## config.mk

```make
export PLATFORM = sky130hd
export DESIGN_NAME = axi_r_line_collect_flat
export DESIGN_NICKNAME = d
export VERILOG_FILES = /design/src/rtl/axi_r_line_pkg.sv /design/src/rtl/sys_axi_r.sv /design/src/rtl/axi_r_line_collect.sv /design/src/flat_wrapper.sv
export SDC_FILE = /design/constraint.sdc
export NUM_CORES = 1
export LEC_CHECK = 0
export ABC_AREA = 0
export CAP_MARGIN = 20
export CORE_ASPECT_RATIO = 0.7
export CORE_MARGIN = 2
export CORE_UTILIZATION = 60
export CTS_CLUSTER_SIZE = 8
export DETAILED_ROUTE_END_ITERATION = 8
export DONT_BUFFER_PORTS = 1
export PLACE_DENSITY = 0.8
export SETUP_SLACK_MARGIN = 0.15
export SLEW_MARGIN = 20
export SYNTH_ARGS = -nofsm -noshare
export SYNTH_HDL_FRONTEND = slang
export SYNTH_SLANG_ARGS = --single-unit
```

## constraint.sdc

```tcl
create_clock -name clk_i -period 2 [get_ports clk_i]
set_clock_uncertainty 0.15 [all_clocks]
set_input_delay 0.2 -clock clk_i [delete_from_list [all_inputs] [get_ports clk_i]]
set_output_delay 0.2 -clock clk_i [all_outputs]
set_load 0.1 [all_outputs]
```

## src/rtl/axi_r_line_pkg.sv

```systemverilog
// axi_r_line_pkg: shared state/response types for the R-channel line collector.
// Widths come from salyut1_soc_config.svh when it is part of the build; fallbacks below.
`ifndef AXI_DATA_WIDTH
`define AXI_DATA_WIDTH 32
`endif
`ifndef AXI_ID_WIDTH
`define AXI_ID_WIDTH 4
`endif

package axi_r_line_pkg;

    typedef enum logic [1:0] {
        IDLE = 2'd0,
        FILL = 2'd1,
        HOLD = 2'd2
    } r_line_state_e;

    localparam logic [1:0] RESP_OKAY   = 2'b00;
    localparam logic [1:0] RESP_EXOKAY = 2'b01;
    localparam logic [1:0] RESP_SLVERR = 2'b10;
    localparam logic [1:0] RESP_DECERR = 2'b11;

    localparam int LINE_BEATS_DEFAULT = 4;
    localparam int AXI_DW_DEFAULT     = `AXI_DATA_WIDTH;
    localparam int AXI_IDW_DEFAULT    = `AXI_ID_WIDTH;

endpackage

```

## src/rtl/sys_axi_r.sv

```systemverilog
// sys_axi_r: AXI read-data channel bundle.
// master drives rid/rdata/rresp/rlast/rvalid; slave drives rready.
interface sys_axi_r #(
    parameter int DW  = axi_r_line_pkg::AXI_DW_DEFAULT,
    parameter int IDW = axi_r_line_pkg::AXI_IDW_DEFAULT
);
    logic [IDW-1:0] rid;
    logic [DW-1:0]  rdata;
    logic [1:0]     rresp;
    logic           rlast;
    logic           rvalid;
    logic           rready;

    modport master (
        output rid, rdata, rresp, rlast, rvalid,
        input  rready
    );

    modport slave (
        input  rid, rdata, rresp, rlast, rvalid,
        output rready
    );
endinterface

```

## src/rtl/axi_r_line_collect.sv

```systemverilog
// axi_r_line_collect: assembles one AXI R burst into a cache line and offers it
// downstream through a valid/ready handshake.
// Ports: clk_i, arst_n (async, active-low); axi_r (sys_axi_r.slave);
//   line_valid_o/line_ready_i handshake; line_data_o (beat k at [k*DW +: DW]),
//   line_id_o, line_resp_o (first non-OKAY resp), line_err_o.
// Option: define AXI_R_LINE_ID_CHECK_EN to flag rid changes within a burst.
module axi_r_line_collect
    import axi_r_line_pkg::*;
#(
    parameter int LINE_BEATS = LINE_BEATS_DEFAULT,
    parameter int DW         = AXI_DW_DEFAULT,
    parameter int IDW        = AXI_IDW_DEFAULT
) (
    input  logic                     clk_i,
    input  logic                     arst_n,
    sys_axi_r.slave                  axi_r,
    output logic                     line_valid_o,
    input  logic                     line_ready_i,
    output logic [LINE_BEATS*DW-1:0] line_data_o,
    output logic [IDW-1:0]           line_id_o,
    output logic [1:0]               line_resp_o,
    output logic                     line_err_o
);

    localparam int CW = $clog2(LINE_BEATS) + 1;
    localparam logic [CW-1:0] CNT_FULL = CW'(LINE_BEATS);
    localparam logic [CW-1:0] CNT_LAST = CW'(LINE_BEATS - 1);

    r_line_state_e           state_q, state_d;
    logic [CW-1:0]           cnt_q, cnt_d;
    logic [LINE_BEATS*DW-1:0] data_q, data_d;
    logic [IDW-1:0]          id_q, id_d;
    logic [1:0]              resp_q, resp_d;
    logic                    err_q, err_d;
    logic                    rready_q, rready_d;
    logic                    valid_q, valid_d;
    logic                    beat_acc;

    assign beat_acc = axi_r.rvalid && rready_q;

    always_ff @(posedge clk_i or negedge arst_n) begin
        if (!arst_n) begin
            state_q  <= IDLE;
            cnt_q    <= '0;
            data_q   <= '0;
            id_q     <= '0;
            resp_q   <= RESP_OKAY;
            err_q    <= 1'b0;
            rready_q <= 1'b0;
            valid_q  <= 1'b0;
        end else begin
            state_q  <= state_d;
            cnt_q    <= cnt_d;
            data_q   <= data_d;
            id_q     <= id_d;
            resp_q   <= resp_d;
            err_q    <= err_d;
            rready_q <= rready_d;
            valid_q  <= valid_d;
        end
    end

    always_comb begin
        state_d = state_q;
        cnt_d   = cnt_q;
        data_d  = data_q;
        id_d    = id_q;
        resp_d  = resp_q;
        err_d   = err_q;

        unique case (state_q)
            IDLE: begin
                if (beat_acc) begin
                    id_d              = axi_r.rid;
                    cnt_d             = CW'(1);
                    data_d            = '0;
                    data_d[DW-1:0]    = axi_r.rdata;
                    resp_d            = axi_r.rresp;
                    err_d             = axi_r.rresp[1];
                    if (axi_r.rlast) begin
                        // One-beat burst is always short (LINE_BEATS >= 2).
                        state_d = HOLD;
                        err_d   = 1'b1;
                    end else begin
                        state_d = FILL;
                    end
                end
            end

            FILL: begin
                if (beat_acc) begin
                    if (cnt_q == CNT_FULL) begin
                        // Overrun: drop data, keep consuming until rlast.
                        err_d = 1'b1;
                    end else begin
                        for (int k = 0; k < LINE_BEATS; k++) begin
                            if (CW'(k) == cnt_q) begin
                                data_d[k*DW +: DW] = axi_r.rdata;
                            end
                        end
                        cnt_d = cnt_q + CW'(1);
                    end

                    if (resp_q == RESP_OKAY) begin
                        resp_d = axi_r.rresp;
                    end
                    if (axi_r.rresp[1]) begin
                        err_d = 1'b1;
                    end
`ifdef AXI_R_LINE_ID_CHECK_EN
                    if (axi_r.rid != id_q) begin
                        err_d = 1'b1;
                    end
`endif
                    if (axi_r.rlast) begin
                        state_d = HOLD;
                        // cnt_q beats stored before this one.
                        if (cnt_q < CNT_LAST) begin
                            err_d = 1'b1;
                        end
                    end
                end
            end

            HOLD: begin
                if (line_ready_i) begin
                    state_d = IDLE;
                end
            end

            default: begin
                state_d = IDLE;
            end
        endcase
    end

    assign rready_d = (state_d != HOLD);
    assign valid_d  = (state_d == HOLD);

    assign axi_r.rready = rready_q;
    assign line_valid_o = valid_q;
    assign line_data_o  = data_q;
    assign line_id_o    = id_q;
    assign line_resp_o  = resp_q;
    assign line_err_o   = err_q;

endmodule
```

## src/flat_wrapper.sv

```systemverilog
// flat-port wrapper written by rule: the top's interface ports become plain ports
module axi_r_line_collect_flat import axi_r_line_pkg::*;
#(
    parameter int LINE_BEATS = LINE_BEATS_DEFAULT,
    parameter int DW         = AXI_DW_DEFAULT,
    parameter int IDW        = AXI_IDW_DEFAULT
)
  (clk_i, arst_n, line_valid_o, line_ready_i, line_data_o, line_id_o, line_resp_o, line_err_o, axi_r_rid, axi_r_rdata, axi_r_rresp, axi_r_rlast, axi_r_rvalid, axi_r_rready);
  sys_axi_r #(.DW(DW), .IDW(IDW)) axi_r_i ();
  input  logic clk_i;
  input  logic arst_n;
  output logic line_valid_o;
  input  logic line_ready_i;
  output logic [LINE_BEATS*DW-1:0] line_data_o;
  output logic [IDW-1:0] line_id_o;
  output logic [1:0] line_resp_o;
  output logic line_err_o;
  input wire logic [$bits(axi_r_i.rid)-1:0] axi_r_rid;
  input wire logic [$bits(axi_r_i.rdata)-1:0] axi_r_rdata;
  input wire logic [$bits(axi_r_i.rresp)-1:0] axi_r_rresp;
  input wire logic [$bits(axi_r_i.rlast)-1:0] axi_r_rlast;
  input wire logic [$bits(axi_r_i.rvalid)-1:0] axi_r_rvalid;
  output wire logic [$bits(axi_r_i.rready)-1:0] axi_r_rready;
  assign axi_r_i.rid = axi_r_rid;
  assign axi_r_i.rdata = axi_r_rdata;
  assign axi_r_i.rresp = axi_r_rresp;
  assign axi_r_i.rlast = axi_r_rlast;
  assign axi_r_i.rvalid = axi_r_rvalid;
  assign axi_r_rready = axi_r_i.rready;
  axi_r_line_collect #(.LINE_BEATS(LINE_BEATS), .DW(DW), .IDW(IDW)) u_core (.clk_i(clk_i), .arst_n(arst_n), .axi_r(axi_r_i), .line_valid_o(line_valid_o), .line_ready_i(line_ready_i), .line_data_o(line_data_o), .line_id_o(line_id_o), .line_resp_o(line_resp_o), .line_err_o(line_err_o));
endmodule
```

==> metrics.yaml, run 1 <==
logic_synthesis:
  syn_nets: 423
  synthArstFlopShare_pct: 100
  synth_edf_count: 0
  yosys_warnings: 0
  synth_simple_gate_area_share_pct: 5.82
  synth-seq-area-share_pct: 62.1
  avgSynthCellArea_um2: 15.3
  syn_inst: 375
  synthMuxAreaShare_pct: 19.9
  synth.cell_area_um2: 5720
  yosys.area.top_type: "dfrtp_1"
  synth_cell_types: 33
  yosys-top-cells-area: "dfrtp_1 (62%), mux2_2 (18%), a22o_1 (4.9%)"
  synth_seq_cells: 142
  synth_top_family_by_area: "multiplexers"
  synth-main-ff-cell: "dfrtp_1"
  synth-compound-area-share_pct: 7.24
  synth_fa_ha_area_share_pct: 1.09
  synth_xor_area_share_pct: 0
  yosysTopAreaCellShare_pct: 62.1
final_layout:
  layout_common_cells: "buf_4 (151), dfrtp_1 (139), mux2_2 (71)"
  fillers: 349
  final_common_cell: "buf_4"
  drive_above_1_share_pct: 53.3
  syn_to_final_growth_pct: 45.8
  antenna_cells: 0
  seqCellArea_um2: 3560
  multi_input_area_um2: 2140
  nets: 635
timing:
  min_period_over_period_pct: 96.1
  drv_slew: 0
  tightestPinTransition_ns: 0.389
  setup_viol: 0
  relSlewSlack_pct: 74.0
  period_needed_ns: 1.92
  setup_tns_ns: 0
  timing.hold.ws_ns: -0.669
  fmax_mhz: 520
  hold_viol: 144
  rsz0062_at_grt: "yes"
placed_design:
  place_congestion: 0.893
  portBuffers: 0
  dp_hpwl_mm: 9.43
drt:
  final_antenna_net_count: 0
  drtIter0Drc: 437
  avgRoutedWirePerCell_um: 26.3
  dr.pass1.iters: 4
  vias: 4403
  wl_mm: 19.0
  remaining_drc_errors: 0
  drt-vias-per-instance: 6.11
global_route:
  grtUsageTotal_pct: 32.8
  grt_pass1_vias: 4423
  grt_overflow: 0
  grt_antenna_before_repair: 0
  grt_pass1_wl_mm: 25.1
  grt_max_degree: 143
worst_setup_path:
  cp-start-kind: "flop"
  critPathSlowestCell: "dfrtp_1"
  criticalPathCategory: "flop to flop"
  r2r_slack_ns: 0.08
  crit_chain: "inv_2 > ha_4 > nand2b_4 > a21oi_4 > buf_4 > buf_16 > mux2_2"
  crit_path_end_kind: "flop"
  crit_fanout: 8
  critPathArrivalTime_ns: 2.07
  timing.rr.start: "u_core.cnt_q[1]$_DFFE_PN0P_"
  critPathMaxStageDelay_ns: 0.42
  worstSetupStartpoint: "u_core.cnt_q[1]$_DFFE_PN0P_"
  worstPathRequired_ns: 2.15
clock_tree:
  cts_tree: "yes"
  numCtsBuffers: 17
  clock_sinks: 142
  clockBufferDepth: 2
  clock_latency_ns: 0.41
  cts_root_buf: "clkbuf_16"
  cts.clk_slew.worst_paths_ns: 0.06
  ctsHoldBuffers: 41
  h-tree-depth: 4
die:
  design.core.area_um2: 9180
  die_w_um: 121
  fp.dieArea_um2: 10300
  start_util_pct: 62.3
  die_y_um: 85.7
  io_pins: 180
  row_count: 29
outcome:
  violations: "hold timing"
  status: "complete, but fails checks"
hold_path:
  worstHoldPathType: "input pin to async pin"
run:
  drv_cap: 0
per-stage QoR:
stage / util (%) / cell area (um^2) / setup slack, ns / std cells / hold WS (ns)
detailed placement: 74.7 / 6860 / 0.0498 / 628 / -0.243
finish: 90.9 / 8340 / 0.0776 / 721 / -0.669
floorplan: - / 5730 / 0.154 / 375 / -0.246
CTS: 86.4 / 7930 / 0.165 / 704 / -0.681
global route: 90.9 / 8340 / 0.0478 / 721 / -0.683
global placement: 74.7 / 6860 / 0.167 / 628 / -0.243
layer usage:
| layer | vias to the layer above | track usage (%) | wire length [um] |
|---|---|---|---|
| met5 | - | 0 | 0 |
| met4 | 0 | 10.4 | 544 |
| met3 | 61 | 9.11 | 1570 |
| met2 | 288 | 56.2 | 9600 |
| met1 | 2288 | 41.1 | 7280 |
| li1 | 1766 | - | - |
what timing repair did:
item	in CTS	in global routing
gates resized for setup	7	51
setup buffers	4	8
hold endpoints to repair	282	142
cloned	2	9
pin swaps	2	6
setup endpoints to repair	106	123
layout make-up:
type                       count  share of cell area, %
sequential                   142                   42.7
multi-input combinational    207                   25.6
timing repair buffer         214                   22.9
clock buffer                  24                   6.01
tap                          124                   1.86
clock inverter                 5                  0.690
inverter                       5                  0.225
cell usage after synthesis, drive strengths merged (2+ instances only):
| cell | count |
|---|---|
| a32o | 2 |
| clkbuf | 4 |
| nand2b | 4 |
| inv | 5 |
| dfrtp | 142 |
| nor2 | 2 |
| a22o | 32 |
| mux2 | 100 |
| ha | 5 |
| a21oi | 7 |
| and2 | 32 |
| buf | 18 |
| nand2 | 6 |
critical path: cells and delay by family, from the launching register on:
kind | cells | cell delay [ns]
adders and majority gates | 1 | 0.19
AOI/OAI and AO/OA | 1 | 0.19
muxes | 1 | 0.35
and+or+nand+nor | 1 | 0.06
buffers and inverters | 3 | 0.45
DFF | 1 | 0.42
worst paths after layout:
| kind | to | depth (start not counted) |
|---|---|---|
| max | u_core.line_data_o[2]$_DFFE_PN0P_ | 7 |
| min | u_core.line_data_o[93]$_DFFE_PN0P_ | 0 |
| max reg2reg | u_core.line_data_o[2]$_DFFE_PN0P_ | 7 |
| min reg2reg | u_core.line_id_o[1]$_DFFE_PN0P_ | 1 |
| max in group asynchronous | u_core.cnt_q[2]$_DFFE_PN0P_ | 0 |
| min in group clk_i | u_core.line_resp_o[0]$_DFFE_PN0P_ | 2 |
kinds of logic (layout without fill, tap and decap cells):
group           Yosys count  after routing
flops                   142            142
mux                     101            101
simple gates             53             54
compound gates           47             47
fa+ha+maj                 5              5
buf+inv                  27            248
state kept, by name, summed over array words and instances (netlist names):
| register | flops |
|---|---|
| u_core.line_data_o | 128 |
| u_core.line_id_o | 4 |
| u_core.cnt_q | 3 |
| u_core.line_resp_o | 2 |
| u_core.state_q | 2 |
| u_core.axi_r.rready | 1 |
| u_core.line_err_o | 1 |
| u_core.line_valid_o | 1 |
Power of run 1 is not shown: default switching activity piles up to over one toggle a cycle in this logic, so the estimate is an artifact.
==> run 2: changes to the inputs <==
--- a/config.mk
+++ b/config.mk
@@ -6,7 +6,6 @@
 export NUM_CORES = 1
 export LEC_CHECK = 0
 export ABC_AREA = 0
-export CAP_MARGIN = 20
 export CORE_ASPECT_RATIO = 0.7
 export CORE_MARGIN = 2
 export CORE_UTILIZATION = 60
==> results of run 2 <==
No change in the layout: final DEF, timing and power equal those of run 1.
Power of run 2 is left out for the same reason.
==> run 3: changes to the inputs <==
==> constraint.sdc (replaced) <==
create_clock -name clk_i -period 2 [get_ports clk_i]
set_clock_uncertainty 0.15 [all_clocks]
set_input_delay 0.4 -clock clk_i [delete_from_list [all_inputs] [get_ports clk_i]]
set_output_delay 0.4 -clock clk_i [all_outputs]
set_load 0.1 [all_outputs]
==> run 3 against run 2 <==
The flow still finishes with violations (hold timing); die area stayed put; design area down 9.8%; final cell count is 15% lower; fmax up 2.2%; sequential share of layout area increased by 6.3 points; sequential cell count stayed put; routed wire length decreased by 24%; non-clock buffer count shrank 109; clock-buffer cell count is the same; critical endpoint is now u_core.line_data_o[29]$_DFFE_PN0P_; largest cell class unchanged.
==> metrics.yaml, run 3 (synthesized netlist as in run 1, its figures left out) <==
outcome:
  status: "complete, but fails checks"
  violations: "hold timing"
worst_setup_path:
  timing.rr.start: "u_core.state_q[1]$_DFF_PN0_"
  crit_chain: "nand3b_2 > a21oi_4 > bufbuf_16 > mux2_2"
  cp-start-kind: "flop"
  setup.worst_path.end: "u_core.line_data_o[29]$_DFFE_PN0P_"
  r2r_cells: 4
  worstSetupStartpoint: "u_core.state_q[1]$_DFF_PN0_"
  crit_path_end_kind: "flop"
  critPathSlowestCell: "dfrtp_1"
  criticalPathCategory: "flop to flop"
  critPathMaxStageDelay_ns: 0.37
  critPathArrivalTime_ns: 2.02
  r2r_slack_ns: 0.12
  worstPathRequired_ns: 2.14
  r2r-end: "u_core.line_data_o[29]$_DFFE_PN0P_"
  crit_fanout: 10
global_route:
  grt_pass1_wl_mm: 21.4
  grt_overflow: 0
  grt_max_degree: 143
  grt_antenna_before_repair: 0
  grt_pass1_vias: 3953
  grtUsageTotal_pct: 27.4
placed_design:
  post-place-ws_ns: 0.0558
  place_inst: 528
  place_congestion: 0.816
  portBuffers: 0
  dp_hpwl_mm: 8.53
  place_area_um2: 6100
timing:
  drv_slew: 0
  relSlewSlack_pct: 65.5
  setup_slack_ns: 0.120
  fmax_mhz: 532
  period_needed_ns: 1.88
  timing.hold.ws_ns: -0.461
  min_period_over_period_pct: 94.0
  tightestPinTransition_ns: 0.518
  hold_viol: 142
  setup_tns_ns: 0
  rsz0062_at_grt: "yes"
  setup_viol: 0
final_layout:
  layout_common_cells: "dfrtp_2 (100), mux2_2 (93), buf_4 (48)"
  instances_no_fill: 615
  nets: 526
  final_common_cell: "dfrtp_2"
  antenna_cells: 0
  largest_reg_flops: 128
  syn_to_final_growth_pct: 31.6
  drive_above_1_share_pct: 61.9
  design_area_um2: 7530
clock_tree:
  clock_sinks: 142
  cts_root_buf: "clkbuf_16"
  h-tree-depth: 4
  cts.clk_slew.worst_paths_ns: 0.05
  clock_latency_ns: 0.40
  cts_tree: "yes"
  clockBufferDepth: 2
  numCtsBuffers: 17
drt:
  avgRoutedWirePerCell_um: 23.6
  wl_mm: 14.5
  drt-vias-per-instance: 5.96
  final_antenna_net_count: 0
  vias: 3664
  remaining_drc_errors: 0
  drtIter0Drc: 283
  dr.pass1.iters: 4
die:
  io_pins: 180
  design.core.area_um2: 9180
  row_count: 29
  fp.dieArea_um2: 10300
  start_util_pct: 62.3
  die_w_um: 121
  die_y_um: 85.7
run:
  drv_cap: 0
hold_path:
  worstHoldPathType: "input pin to async pin"
run 3: critical path: cells and delay by family, from the launching register on:
family,cells,cell delay (ns)
AND/OR/NAND/NOR,1,0.35
buffers and inverters,1,0.32
flip-flops,1,0.37
multiplexers,1,0.34
AO/OA/AOI/OAI,1,0.24
run 3: final cells by class:
| type | instances | area [um^2] |
|---|---|---|
| well taps | 124 | 155 |
| inverters | 5 | 18.8 |
| multi-input cells | 207 | 2000 |
| clock buffers | 24 | 492 |
| clock inverters | 8 | 81.3 |
| repair buffers | 105 | 1090 |
| fillers | 466 | 1650 |
| flip-flops and latches | 142 | 3680 |
run 3: worst min path at each step:
stage | start | to | slack, ns | depth (start not counted)
after floorplan | arst_n | u_core.cnt_q[0]$_DFFE_PN0P_ | -0.05 | 0
after global placement | arst_n | u_core.line_valid_o$_DFF_PN0_ | -0.04 | 0
after detailed placement | arst_n | u_core.line_data_o[94]$_DFFE_PN0P_ | -0.04 | 0
after CTS | arst_n | u_core.line_data_o[94]$_DFFE_PN0P_ | -0.48 | 0
after global routing | arst_n | u_core.line_data_o[94]$_DFFE_PN0P_ | -0.49 | 0
final | arst_n | u_core.line_data_o[94]$_DFFE_PN0P_ | -0.46 | 0
run 3: what timing repair did:
item | 4_1_cts | 5_1_grt
setup buffers | 4 | 3
endpoints found under the hold margin | 211 | 144
gates cloned | 3 | 5
resized for setup | 107 | 19
pin swaps | 1 | 4
hold buffers | 38 | 2
endpoints found under the setup margin | 190 | 113
run 3: metrics by stage:
step                hold WS (ns)  util (%)
floorplan                -0.0456         -
global placement         -0.0427      66.4
detailed placement       -0.0431      66.4
CTS                       -0.477      79.6
global route              -0.486      82.0
finish                    -0.461      82.0
run 3: layer usage:
layer	up-vias	part of all wire, %	GRT usage, %
met3	14	9.4	11.0
met2	160	49	44.6
met5	-	0	0
li1	1554	-	-
met4	0	1.1	8.67
met1	1936	40	34.0
Power of run 3 is left out for the same reason.
